`config.mk`:
```
export PLATFORM = sky130hd
export DESIGN_NAME = qos_egress
export DESIGN_NICKNAME = d
export VERILOG_FILES = /design/src/rtl/qos_egress.sv
export SDC_FILE = /design/constraint.sdc
export NUM_CORES = 1
export LEC_CHECK = 0
export ABC_AREA = 1
export BUFFER_PORTS_ARGS = -buffer_cell sky130_fd_sc_hd__buf_4
export CAP_MARGIN = 10
export CELL_PAD_IN_SITES_DETAIL_PLACEMENT = 0
export CELL_PAD_IN_SITES_GLOBAL_PLACEMENT = 1
export CORE_MARGIN = 2
export CORE_UTILIZATION = 43
export DETAILED_ROUTE_END_ITERATION = 6
export PLACE_DENSITY = 0.92
export SLEW_MARGIN = 5
export SYNTH_ARGS = -nofsm -noshare
export SYNTH_HDL_FRONTEND = slang
export SYNTH_SLANG_ARGS = --single-unit
```
`constraint.sdc`:
```
create_clock -name clk -period 5.1 [get_ports clk]
set_clock_uncertainty 0.1 [all_clocks]
set_input_delay 0.51 -clock clk [delete_from_list [all_inputs] [get_ports clk]]
set_output_delay 0.51 -clock clk [all_outputs]
set_load 0.01 [all_outputs]
```
`src/rtl/qos_egress.sv`:
```
// qos_egress: pops the QoS output FIFO into a 2-entry skid buffer, drives a valid/ready link, frames words and reports idle.
module qos_egress #(
    parameter int DATA_WIDTH  = 4,
    parameter int FRAME_LEN   = 4,
    parameter int CNT_WIDTH   = 16,
    parameter int IDLE_CYCLES = 3
) (
    input  logic                  clk,
    input  logic                  rst,
    input  logic                  enb,
    input  logic                  buf_empty,
    input  logic [DATA_WIDTH-1:0] buf_out,
    output logic                  rd_en,
    input  logic                  out_ready,
    output logic                  out_valid,
    output logic [DATA_WIDTH-1:0] out_data,
    output logic                  out_sof,
    output logic                  out_eof,
    output logic                  idle,
    output logic [CNT_WIDTH-1:0]  word_count
);
    localparam int BW = $clog2(FRAME_LEN);
    localparam int GW = $clog2(IDLE_CYCLES + 1);
    typedef enum logic [1:0] {S_IDLE, S_RUN, S_WAIT, S_GAP} state_t;
    state_t state, state_n;
    logic [1:0] occ, occ_p;
    logic inflight, xfer, has_data;
    logic [BW-1:0] beat;
    logic [GW-1:0] gap, gap_n;
    logic [DATA_WIDTH-1:0] head, tail;
    assign out_valid = (occ != 2'd0) & enb;
    assign xfer      = out_valid & out_ready;
    // Words already in flight from the FIFO reserve a slot, so occ never exceeds 2.
    assign rd_en     = rst & enb & ~buf_empty & ((occ + {1'b0, inflight} - {1'b0, xfer}) < 2'd2);
    assign occ_p     = occ - {1'b0, xfer};
    assign out_data  = head;
    assign out_sof   = out_valid & (beat == '0);
    assign out_eof   = out_valid & (beat == BW'(FRAME_LEN - 1));
    assign idle      = (state == S_IDLE);
    assign has_data  = (occ != 2'd0) | inflight;
    always_ff @(posedge clk or negedge rst) begin
        if (!rst) begin
            occ        <= 2'd0;
            inflight   <= 1'b0;
            head       <= '0;
            tail       <= '0;
            beat       <= '0;
            word_count <= '0;
            state      <= S_IDLE;
            gap        <= '0;
        end else begin
            inflight <= rd_en;
            occ      <= occ_p + {1'b0, inflight};
            if (xfer) head <= tail;
            if (inflight && occ_p == 2'd0) head <= buf_out;
            if (inflight && occ_p != 2'd0) tail <= buf_out;
            if (xfer) beat <= (beat == BW'(FRAME_LEN - 1)) ? '0 : beat + 1'b1;
            if (xfer && word_count != '1) word_count <= word_count + 1'b1;
            state <= state_n;
            gap   <= gap_n;
        end
    end
    always_comb begin
        state_n = state;
        gap_n   = gap;
        case (state)
            S_IDLE: state_n = has_data ? S_RUN : S_IDLE;
            S_RUN: begin
                gap_n = '0;
                if (!has_data) state_n = (beat != '0) ? S_WAIT : S_GAP;
            end
            S_WAIT: state_n = has_data ? S_RUN : S_WAIT;
            S_GAP: begin
                if (has_data) begin
                    state_n = S_RUN;
                    gap_n   = '0;
                end else if (buf_empty) begin
                    state_n = (gap == GW'(IDLE_CYCLES - 1)) ? S_IDLE : S_GAP;
                    gap_n   = (gap == GW'(IDLE_CYCLES - 1)) ? '0 : gap + 1'b1;
                end
            end
            default: state_n = S_IDLE;
        endcase
    end
endmodule

```
==> impl_metrics.tcl, run 1 <==
set metrics [dict create \
    numCtsBuffers 5 \
    yosysSeqAreaShare_pct 43.4 \
    end_kind "primary output" \
    path_cells "o21ai_0, nor2_2, nand2_1, nand2_1, nor2_1, nor2_1, buf_4" \
    dpl_cell_area_um2 2170 \
    cts_root_buf "clkbuf_8" \
    design.die.area_um2 4970 \
    slew_headroom_pct 67.1 \
    p_leak_nw 1.09 \
    rsz0062_at_grt "no" \
    pre_cts_ws_ns 2.69 \
    ys_seq_elements 33 \
    dr.pass1.iters 4 \
    ioPinCount 34 \
    yosysTopAreaCell "dfrtp_1" \
    regArea_um2 826 \
    critPathKind "register to primary output" \
    cpLargestDelayFamily "simple AND/OR/NAND/NOR gates" \
    synth_top_area_share_pct 43.4 \
    max-vdd-ir-drop_mv 0.221 \
    layout_commonest_cell "nand2_1" \
    clk_pin_slew_worst_paths_ns 0.07 \
    dp_hpwl_um 2960 \
    fmax_ghz 0.395 \
    fp.coreArea_um2 4290 \
    cts_htree_levels 2 \
    fin_crit_sh_pct 49.6 \
    outcome "completed" \
    worst_ep_arrival_time_ns 1.92 \
    p_total_mw 1.05 \
    synth.distinct_cells 21 \
    overflow 0 \
    clockBufferDepth 2 \
    area_growth_pct 18.6 \
    hold_violations 0 \
    drt_iter0_drc 86 \
    post_cts_buffers 0 \
    fin_area_um2 2250 \
    routed_via_density 4.93 \
    ys_warn_count 0 \
    post-route-min-period_ns 2.53 \
    diodes 0 \
    start_util_pct 44.3 \
    postRouteAntennaNets 0 \
    grt_pass1_vias 1575 \
    avgSynthCellArea_um2 7.42 \
    num-fill-cells 440 \
    gp_congestion 0.850 \
    netlist_area_um2 1900 \
    vias 1692 \
    synthCells 256 \
    grt_usage_pct 18.1 \
    finalSetupViolations 0 \
    drive_gt1_share_pct 17.2 \
    fin_hold_ws_ns 0.0524 \
    routedWlPerCell_um 11.7 \
    multi_input_area_um2 932 \
    hold_buffers 0 \
    cts_sinks 33 \
    die_w_um 70.5 \
    worstHoldPathType "input port to asynchronous set/reset pin" \
    grt_start_max_net_pins 35 \
    r2r_cells 9 \
    path_buf_inv 1 \
    final.setup.tns_ns 0 \
    grt_pass1_wl_um 7100 \
    placementRows 24 \
    slowest_stage "dfrtp_1" \
    cp.required_ns 4.49 \
    clk_latency_ns 0.29 \
    slew_viol_final 0 \
    synth.area.top_cells "dfrtp_1, nand2_1, nand3_1, inv_1, nor2_1" \
    fin_nets 305 \
    r2r_end "out_data[2]$_DFFE_PN0P_" \
    cts_tree "built" \
    antenna_found_initial 0 \
    die_y_um 70.5 \
    cp_max_fo 13 \
    r2r_start "occ[1]$_DFF_PN0_" \
    final_cell_mix "nand2_1, dfrtp_1, buf_4, inv_1" \
    maxCapViolations 0 \
    routed_wl_um 4010 \
    r2r_slack_ns 2.76 \
    port_buffers 33 \
    drcViolationCount 0 \
    p_per_area_nw_per_um2 466 \
    tightestPinTransition_ns 0.493 \
    final.setup.worst_slack_ns 2.57 \
    cp_slowest_stage_delay_ns 0.47 \
    critPathLaunchType "register" \
    syn_nets 270 \
    cts_resized 0 \
]
## worst register-to-register path, delay by kind of cell (launching register included)
family	cells	cell delay (ns)
AND/OR/NAND/NOR	5	0.68
flip-flops	1	0.46
AO/OA/AOI/OAI	1	0.39
XOR/XNOR	1	0.27
adder cells (fa/ha/maj)	1	0.24
buffers and inverters	1	0.08
## synthesized netlist by cell type (all sizes together)
cell type and number:
buf 4, clkbuf 1, nand3 25, xor2 2
dfrtp 33, inv 26, nand4 8, ha 5
nor3 1, nand3b 1, nand2 95, o2111ai 1
nor2 30, xnor2 6, o21ai 18
## state kept, by name, indices dropped and copies added, names as in the netlist
| signal | count |
|---|---|
| inflight | 1 |
| out_data | 4 |
| occ | 2 |
| beat | 2 |
| tail | 4 |
| word_count | 16 |
| state | 2 |
| gap | 2 |
## stage by stage
stage | utilization [%] | instances
floorplan | - | 256
global placement | 50.5 | 336
detailed placement | 50.5 | 336
CTS | 52.5 | 343
global route | 52.5 | 343
finish | 52.5 | 343
## cell type report
type / count / area share (%)
Multi-Input combinational cell: 192 / 41.3
Tap cell: 52 / 2.89
Inverter: 26 / 4.33
Sequential cell: 33 / 36.6
Clock buffer: 7 / 3.83
Timing Repair Buffer: 33 / 11.0
## kinds of logic after synthesis
logic type	count (synthesis)	synth area share, %
buf+inv	31	7.50
flops	33	43.4
xor+xnor	8	3.69
fa+ha+maj	5	3.29
simple gates	160	35.9
compound gates	19	6.19
## routing by layer
| layer | track usage, % | wire (µm) | up-vias |
|---|---|---|---|
| li1 | - | - | 885 |
| met1 | 22.2 | 1840 | 762 |
| met2 | 29.7 | 1900 | 37 |
| met3 | 6.64 | 189 | 8 |
| met4 | 5.56 | 74 | 0 |
| met5 | 0 | 0 | - |
## report_power, final
group	leakage, nW	internal, mW	total, mW	switching [mW]
Combinational	0.614	0.176	0.400	0.224
Sequential	0.429	0.350	0.448	0.0976
Clock	0.0443	0.107	0.202	0.0951
## worst max-delay path by stage
stage               cells after the start                       to  slack (ns)             start
floorplan                              10  out_data[0]$_DFFE_PN0P_        3.00  occ[1]$_DFF_PN0_
global placement                       10  out_data[0]$_DFFE_PN0P_        2.83               enb
detailed placement                     10  out_data[0]$_DFFE_PN0P_        2.69               enb
CTS                                     7                    rd_en        2.55  occ[1]$_DFF_PN0_
global route                            7                    rd_en        2.35  occ[1]$_DFF_PN0_
finish                                  7                    rd_en        2.57  occ[1]$_DFF_PN0_
Power figures use the tool's default switching activity.
==> inputs of run 2 (changes only) <==
--- a/config.mk
+++ b/config.mk
@@ -11,9 +11,9 @@
 export CELL_PAD_IN_SITES_DETAIL_PLACEMENT = 0
 export CELL_PAD_IN_SITES_GLOBAL_PLACEMENT = 1
 export CORE_MARGIN = 2
-export CORE_UTILIZATION = 43
+export CORE_UTILIZATION = 36
 export DETAILED_ROUTE_END_ITERATION = 6
-export PLACE_DENSITY = 0.92
+export PLACE_DENSITY = 0.83
 export SLEW_MARGIN = 5
 export SYNTH_ARGS = -nofsm -noshare
 export SYNTH_HDL_FRONTEND = slang
==> constraint.sdc (replaced) <==
create_clock -name clk -period 2.29 [get_ports clk]
set_clock_uncertainty 0.1 [all_clocks]
set_input_delay 0.229 -clock clk [delete_from_list [all_inputs] [get_ports clk]]
set_output_delay 0.229 -clock clk [all_outputs]
set_load 0.01 [all_outputs]
==> run 2 against run 1 <==
Net effect:
- sequential cell count did not move
- core utilization fell by 6.8 points
- largest cell class unchanged
- critical path type unchanged
- clock power rose by 130%
==> impl_metrics.tcl, run 2 (synthesis results as in run 1) <==
set metrics [dict create \
    outcome "completed" \
    cp_slowest_stage_delay_ns 0.46 \
    area_growth_pct 22.7 \
    hold_violations 0 \
    die_y_um 76.7 \
    antenna_found_initial 0 \
    rsz0062_at_grt "no" \
    routedWlPerCell_um 11.2 \
    fin_nets 309 \
    drcViolationCount 0 \
    die_w_um 76.7 \
    numCtsBuffers 5 \
    p_comb_share_pct 38.7 \
    worst_ep_arrival_time_ns 1.73 \
    grt_usage_pct 15.7 \
    p_switching_mw 0.943 \
    dp_hpwl_um 3070 \
    postRouteAntennaNets 0 \
    hold_depth 3 \
    post-route-min-period_ns 2.06 \
    final.setup.tns_ns 0 \
    p_leak_nw 1.12 \
    grt_pass1_vias 1582 \
    worstSetupStartpoint "occ[1]$_DFF_PN0_" \
    cpLargestDelayFamily "flip-flops" \
    largest_register "word_count" \
    switching_share_pct 39.7 \
    post_cts_buffers 0 \
    end_kind "primary output" \
    clk_latency_ns 0.28 \
    gp_congestion 0.818 \
    clockBufferDepth 2 \
    maxCapViolations 0 \
    port_buffers 33 \
    diodes 0 \
    path_cells "o21ai_1, nor2_2, buf_4, nand2_1, nand2_1, nand2_1, nand2_1, nor2_1, buf_4" \
    design.die.area_um2 5880 \
    routed_wl_um 4110 \
    cp_max_fo 12 \
    cts_sinks 33 \
    fmax_ghz 0.486 \
    routed_via_density 4.61 \
    fin_crit_sh_pct 89.9 \
    crit_cells 9 \
    fin_area_um2 2330 \
    worstHoldPathType "input port to register" \
    r2r_slack_ns 0.41 \
    fp.coreArea_um2 5110 \
    largest_reg_flops 16 \
    max-vdd-ir-drop_mv 0.536 \
    finalSetupViolations 0 \
    overflow 0 \
    pwr-share-clk_pct 19.3 \
    power_frac_seq_pct 41.9 \
    place_inst 357 \
    final_cells 366 \
    cp.required_ns 1.96 \
    slew_headroom_pct 70.2 \
    start_util_pct 37.2 \
    drt_iter0_drc 100 \
    intPower_mw 1.44 \
    r2r_cells 9 \
    ioPinCount 34 \
    r2r_end "out_data[0]$_DFFE_PN0P_" \
    critPathKind "register to primary output" \
    path_buf_inv 2 \
    r2r_start "occ[1]$_DFF_PN0_" \
    slowest_stage "dfrtp_1" \
    drive_gt1_share_pct 19.3 \
    grt_pass1_wl_um 7530 \
    grt_start_max_net_pins 34 \
    dr.pass1.iters 4 \
    final_cell_mix "nand2_1, buf_4, dfrtp_1, inv_1, nor2_1" \
    vias 1688 \
    critPathLaunchType "register" \
    clk_pin_slew_worst_paths_ns 0.07 \
    layout_commonest_cell "nand2_1" \
    placementRows 26 \
    crit_path_end "rd_en" \
    cts_tree "built" \
    crit_top_cell "nand2_1" \
    p_per_area_nw_per_um2 1020 \
    cts_root_buf "clkbuf_8" \
    dpl_cell_area_um2 2210 \
    tightestPinTransition_ns 0.446 \
    cts_htree_levels 2 \
    slew_viol_final 0 \
]
-- run 2: worst min-delay path: stages --
cell     delay [ns]
buf_4          0.09
nand2_1        0.04
nand3_1        0.06
-- run 2: worst min-delay path by stage --
stage                     startpoint                   endpoint  slack, ns
after floorplan                  rst        beat[0]$_DFFE_PN0P_      -0.17
after global placement           rst  word_count[9]$_DFFE_PN0P_       0.23
after detailed placement         rst  word_count[9]$_DFFE_PN0P_       0.23
after CTS                 buf_out[2]    out_data[2]$_DFFE_PN0P_       0.06
after global routing      buf_out[0]    out_data[0]$_DFFE_PN0P_       0.07
final                     buf_out[2]    out_data[2]$_DFFE_PN0P_       0.07
-- run 2: power groups by stage --
stage                     clock (mW)  combinational (mW)  sequential, mW
after floorplan                    0               0.574           0.992
after global placement             0               0.902            1.00
after detailed placement           0               0.913            1.00
after global routing           0.508                1.06            1.04
after CTS                      0.479               0.918           0.993
final                          0.460               0.921           0.998
-- run 2: layout make-up --
class                      count  area [µm²]
clock buffer                   6        82.6
clock inverter                 2        13.8
fill                         543        2780
inverter                      26        97.6
multi-input combinational    192         945
sequential                    33         826
tap                           70        87.6
timing repair buffer          37         280
-- run 2: repair_timing --
| action | in CTS | in global routing |
|---|---|---|
| hold buffers | 1 | 0 |
| hold endpoints to repair | 33 | 0 |
| gates resized for setup | 0 | 3 |
| endpoints found under the setup margin | 0 | 5 |
-- run 2: through the flow --
stage | utilization (%) | worst slack, ns | hold WS (ns) | power, mW
after CTS | 45.4 | 0.161 | 0.0632 | 2.39
after global placement | 43.3 | 0.339 | 0.226 | 1.91
final | 45.7 | 0.230 | 0.0725 | 2.38
after floorplan | - | 0.192 | -0.167 | 1.57
after global routing | 45.7 | 0.0765 | 0.0696 | 2.61
after detailed placement | 43.3 | 0.240 | 0.228 | 1.92
-- run 2: per-layer routing --
layer / global-route usage, % / share of wire, % / wire length [µm] / vias up
li1: - / - / - / 892
met1: 22.0 / 48 / 1970 / 754
met2: 24.1 / 45 / 1870 / 37
met3: 3.18 / 5.4 / 221 / 5
met4: 5.45 / 1.2 / 51 / 0
met5: 0 / 0 / 0 / -
==> inputs of run 3 (changes only) <==
--- a/config.mk
+++ b/config.mk
@@ -5,15 +5,15 @@
 export SDC_FILE = /design/constraint.sdc
 export NUM_CORES = 1
 export LEC_CHECK = 0
-export ABC_AREA = 1
+export ABC_AREA = 0
 export BUFFER_PORTS_ARGS = -buffer_cell sky130_fd_sc_hd__buf_4
 export CAP_MARGIN = 10
 export CELL_PAD_IN_SITES_DETAIL_PLACEMENT = 0
 export CELL_PAD_IN_SITES_GLOBAL_PLACEMENT = 1
 export CORE_MARGIN = 2
-export CORE_UTILIZATION = 36
+export CORE_UTILIZATION = 37
 export DETAILED_ROUTE_END_ITERATION = 6
-export PLACE_DENSITY = 0.83
+export PLACE_DENSITY = 0.82
 export SLEW_MARGIN = 5
 export SYNTH_ARGS = -nofsm -noshare
 export SYNTH_HDL_FRONTEND = slang
==> run 3 against run 2 <==
Net effect:
- power fell by 15%
- cell area fell by 13%
- sequential power down 7.4%
- core utilization rose by 3.9 points
- worst hold slack got worse by 0.045 ns
- worst setup slack worse by 0.098 ns
- synthesized cell count is 44% lower
- non-clock buffer count grew 1
- largest power group unchanged
==> impl_metrics.tcl, run 3 <==
set metrics [dict create \
    outcome "completed" \
    vias 1247 \
    whs_endpoint "inflight$_DFF_PN0_" \
    slowest_stage "dfrtp_2" \
    end_kind "primary output" \
    drive_gt1_share_pct 29.4 \
    path_buf_inv 1 \
    dp_hpwl_um 2500 \
    final.setup.tns_ns 0 \
    hold_depth 2 \
    synth.area.top_cells "dfrtp_1, xor2_1, mux2_2, ha_1, nand2_1" \
    maxCapViolations 0 \
    slew_headroom_pct 71.3 \
    post-route-min-period_ns 2.16 \
    grt_pass1_vias 1254 \
    layout_commonest_cell "buf_4" \
    path_cells "o211ai_4, nor3_1, or3_1, a211oi_2, buf_4" \
    rsz0062_at_grt "no" \
    die_w_um 69.7 \
    synth_fa_ha_area_share_pct 3.92 \
    async_flop_share_pct 100 \
    clockBufferDepth 2 \
    p_per_area_nw_per_um2 999 \
    die_y_um 69.7 \
    multi_input_area_um2 743 \
    slew_viol_final 0 \
    max-vdd-ir-drop_mv 0.638 \
    muxShareOfSynthArea_pct 6.75 \
    yosys.area_share.simple_pct 19.1 \
    synthXorXnorAreaFrac_pct 9.33 \
    dpl_cell_area_um2 1920 \
    fp.coreArea_um2 4090 \
    cpLargestDelayFamily "compound AO/OA/AOI/OAI gates" \
    cp_max_fo 6 \
    fmax_ghz 0.463 \
    grt_start_max_net_pins 34 \
    dr.pass1.iters 4 \
    port_buffers 33 \
    finalSetupViolations 0 \
    cts_sinks 33 \
    synth_top_area_share_pct 51.8 \
    worstHoldPathType "input port to register" \
    tightestPinTransition_ns 0.431 \
    grt_usage_pct 14.6 \
    routed_wl_um 3380 \
    yosysSeqAreaShare_pct 51.8 \
    r2r_slack_ns 0.17 \
    largest_reg_flops 16 \
    cp_slowest_stage_delay_ns 0.45 \
    yosys_most_used_dff "dfrtp_1" \
    numCtsBuffers 5 \
    drcViolationCount 0 \
    synth_top_family_by_area "simple AND/OR/NAND/NOR gates" \
    start_util_pct 39.0 \
    gp_congestion 0.829 \
    critPathLaunchType "register" \
    clk_latency_ns 0.28 \
    routed_via_density 5.26 \
    netlist_area_um2 1600 \
    syn_nets 158 \
    fin_crit_sh_pct 94.2 \
    synth-compound-area-share_pct 7.14 \
    antenna_found_initial 0 \
    regArea_um2 827 \
    drt_iter0_drc 58 \
    avgSynthCellArea_um2 11.1 \
    cts_tree "built" \
    cts_htree_levels 2 \
    largest_register "word_count" \
    r2r_start "occ[1]$_DFF_PN0_" \
    num-fill-cells 394 \
    fin_nets 201 \
    p_leak_nw 1.04 \
    hold_violations 0 \
    r2r_cells 7 \
    synth.most_common_cell "dfrtp_1" \
    design.die.area_um2 4850 \
    final_cell_mix "buf_4, dfrtp_1, xor2_1, nand2_1" \
    placementRows 23 \
    yosysTopAreaCell "dfrtp_1" \
    cts_root_buf "clkbuf_8" \
    grt_pass1_wl_um 5770 \
    ys_seq_elements 33 \
    synth-edff-count 0 \
    worst_ep_arrival_time_ns 1.83 \
    critPathKind "register to primary output" \
    clk_pin_slew_worst_paths_ns 0.06 \
    synth.distinct_cells 33 \
    r2r_end "tail[2]$_DFFE_PN0P_" \
    cp.required_ns 1.96 \
    area_growth_pct 27.0 \
    ioPinCount 34 \
    synthCells 144 \
    ys_warn_count 0 \
    overflow 0 \
    holdCritStartpoint "buf_empty" \
    netlist_top_cells_count "dfrtp_1, xor2_1, nand2_1" \
    postRouteAntennaNets 0 \
    fin_area_um2 2030 \
    routedWlPerCell_um 14.3 \
    diodes 0 \
]
run 3: cell types whose count changed in the layout (fill, tap and decap cells not counted), sizes merged, moves of 4 or more:
cell   before  now
nor3        1    8
nand2      95   12
inv        26    5
nand3      25    4
nor2       30    8
mux2        0    6
mux2i       0    4
and3        0    4
nor4        0    5
o21ai      18    5
a21oi       0    4
xor2        2   14
run 3: layout make-up:
cell class | instances | area share (%)
inverter | 5 | 0.926
timing repair buffer | 38 | 14.2
clock buffer | 7 | 4.26
tap | 50 | 3.09
multi-input combinational | 104 | 36.7
sequential | 33 | 40.8
run 3: power breakdown:
| group | internal, mW | switching, mW | leakage, nW | total (mW) |
|---|---|---|---|---|
| registers | 0.756 | 0.168 | 0.423 | 0.924 |
| clock network | 0.238 | 0.197 | 0.0443 | 0.435 |
| logic | 0.350 | 0.315 | 0.568 | 0.665 |
| total | 1.34 | 0.679 | 1.04 | 2.02 |
run 3: stage by stage:
step	power [mW]	worst slack [ns]	hold slack (ns)	utilization, %	instances
6_report	2.02	0.132	0.0276	49.6	237
5_1_grt	2.17	0.0222	0.0342	49.6	237
4_1_cts	2.04	0.00270	0.0377	49.4	237
3_5_place_dp	1.59	0.190	0.227	47.1	229
3_3_place_gp	1.56	0.255	0.211	47.1	229
2_1_floorplan	1.30	0.291	-0.167	-	144
run 3: per-layer routing:
layer	vias up	GRT usage (%)	part of all wire [%]	routed length, µm
met5	-	0	0	0
met4	0	5.13	0.98	33
met3	4	3.20	5.4	181
met2	40	24.6	49	1650
met1	607	18.5	45	1510
li1	596	-	-	-
run 3: worst max-delay path by stage:
stage,endpoint,cells past startpoint,slack [ns],from
after floorplan,tail[0]$_DFFE_PN0P_,7,0.29,occ[1]$_DFF_PN0_
after global placement,tail[3]$_DFFE_PN0P_,7,0.25,occ[1]$_DFF_PN0_
after detailed placement,tail[1]$_DFFE_PN0P_,7,0.19,occ[1]$_DFF_PN0_
after CTS,rd_en,5,0.003,occ[1]$_DFF_PN0_
after global routing,rd_en,5,0.02,occ[1]$_DFF_PN0_
final,rd_en,5,0.13,occ[1]$_DFF_PN0_
run 3: what timing repair did:
action                                  in CTS  in global routing
endpoints found under the hold margin       33                  0
resized for setup                            0                  2
endpoints found under the setup margin       0                  1
hold buffers                                 1                  0
setup buffers                                0                  0
run 3: kinds of logic after synthesis:
group | Yosys count
xor+xnor | 17
flops | 33
fa+ha+maj | 5
mux | 10
simple gates | 56
buf+inv | 7
compound gates | 16
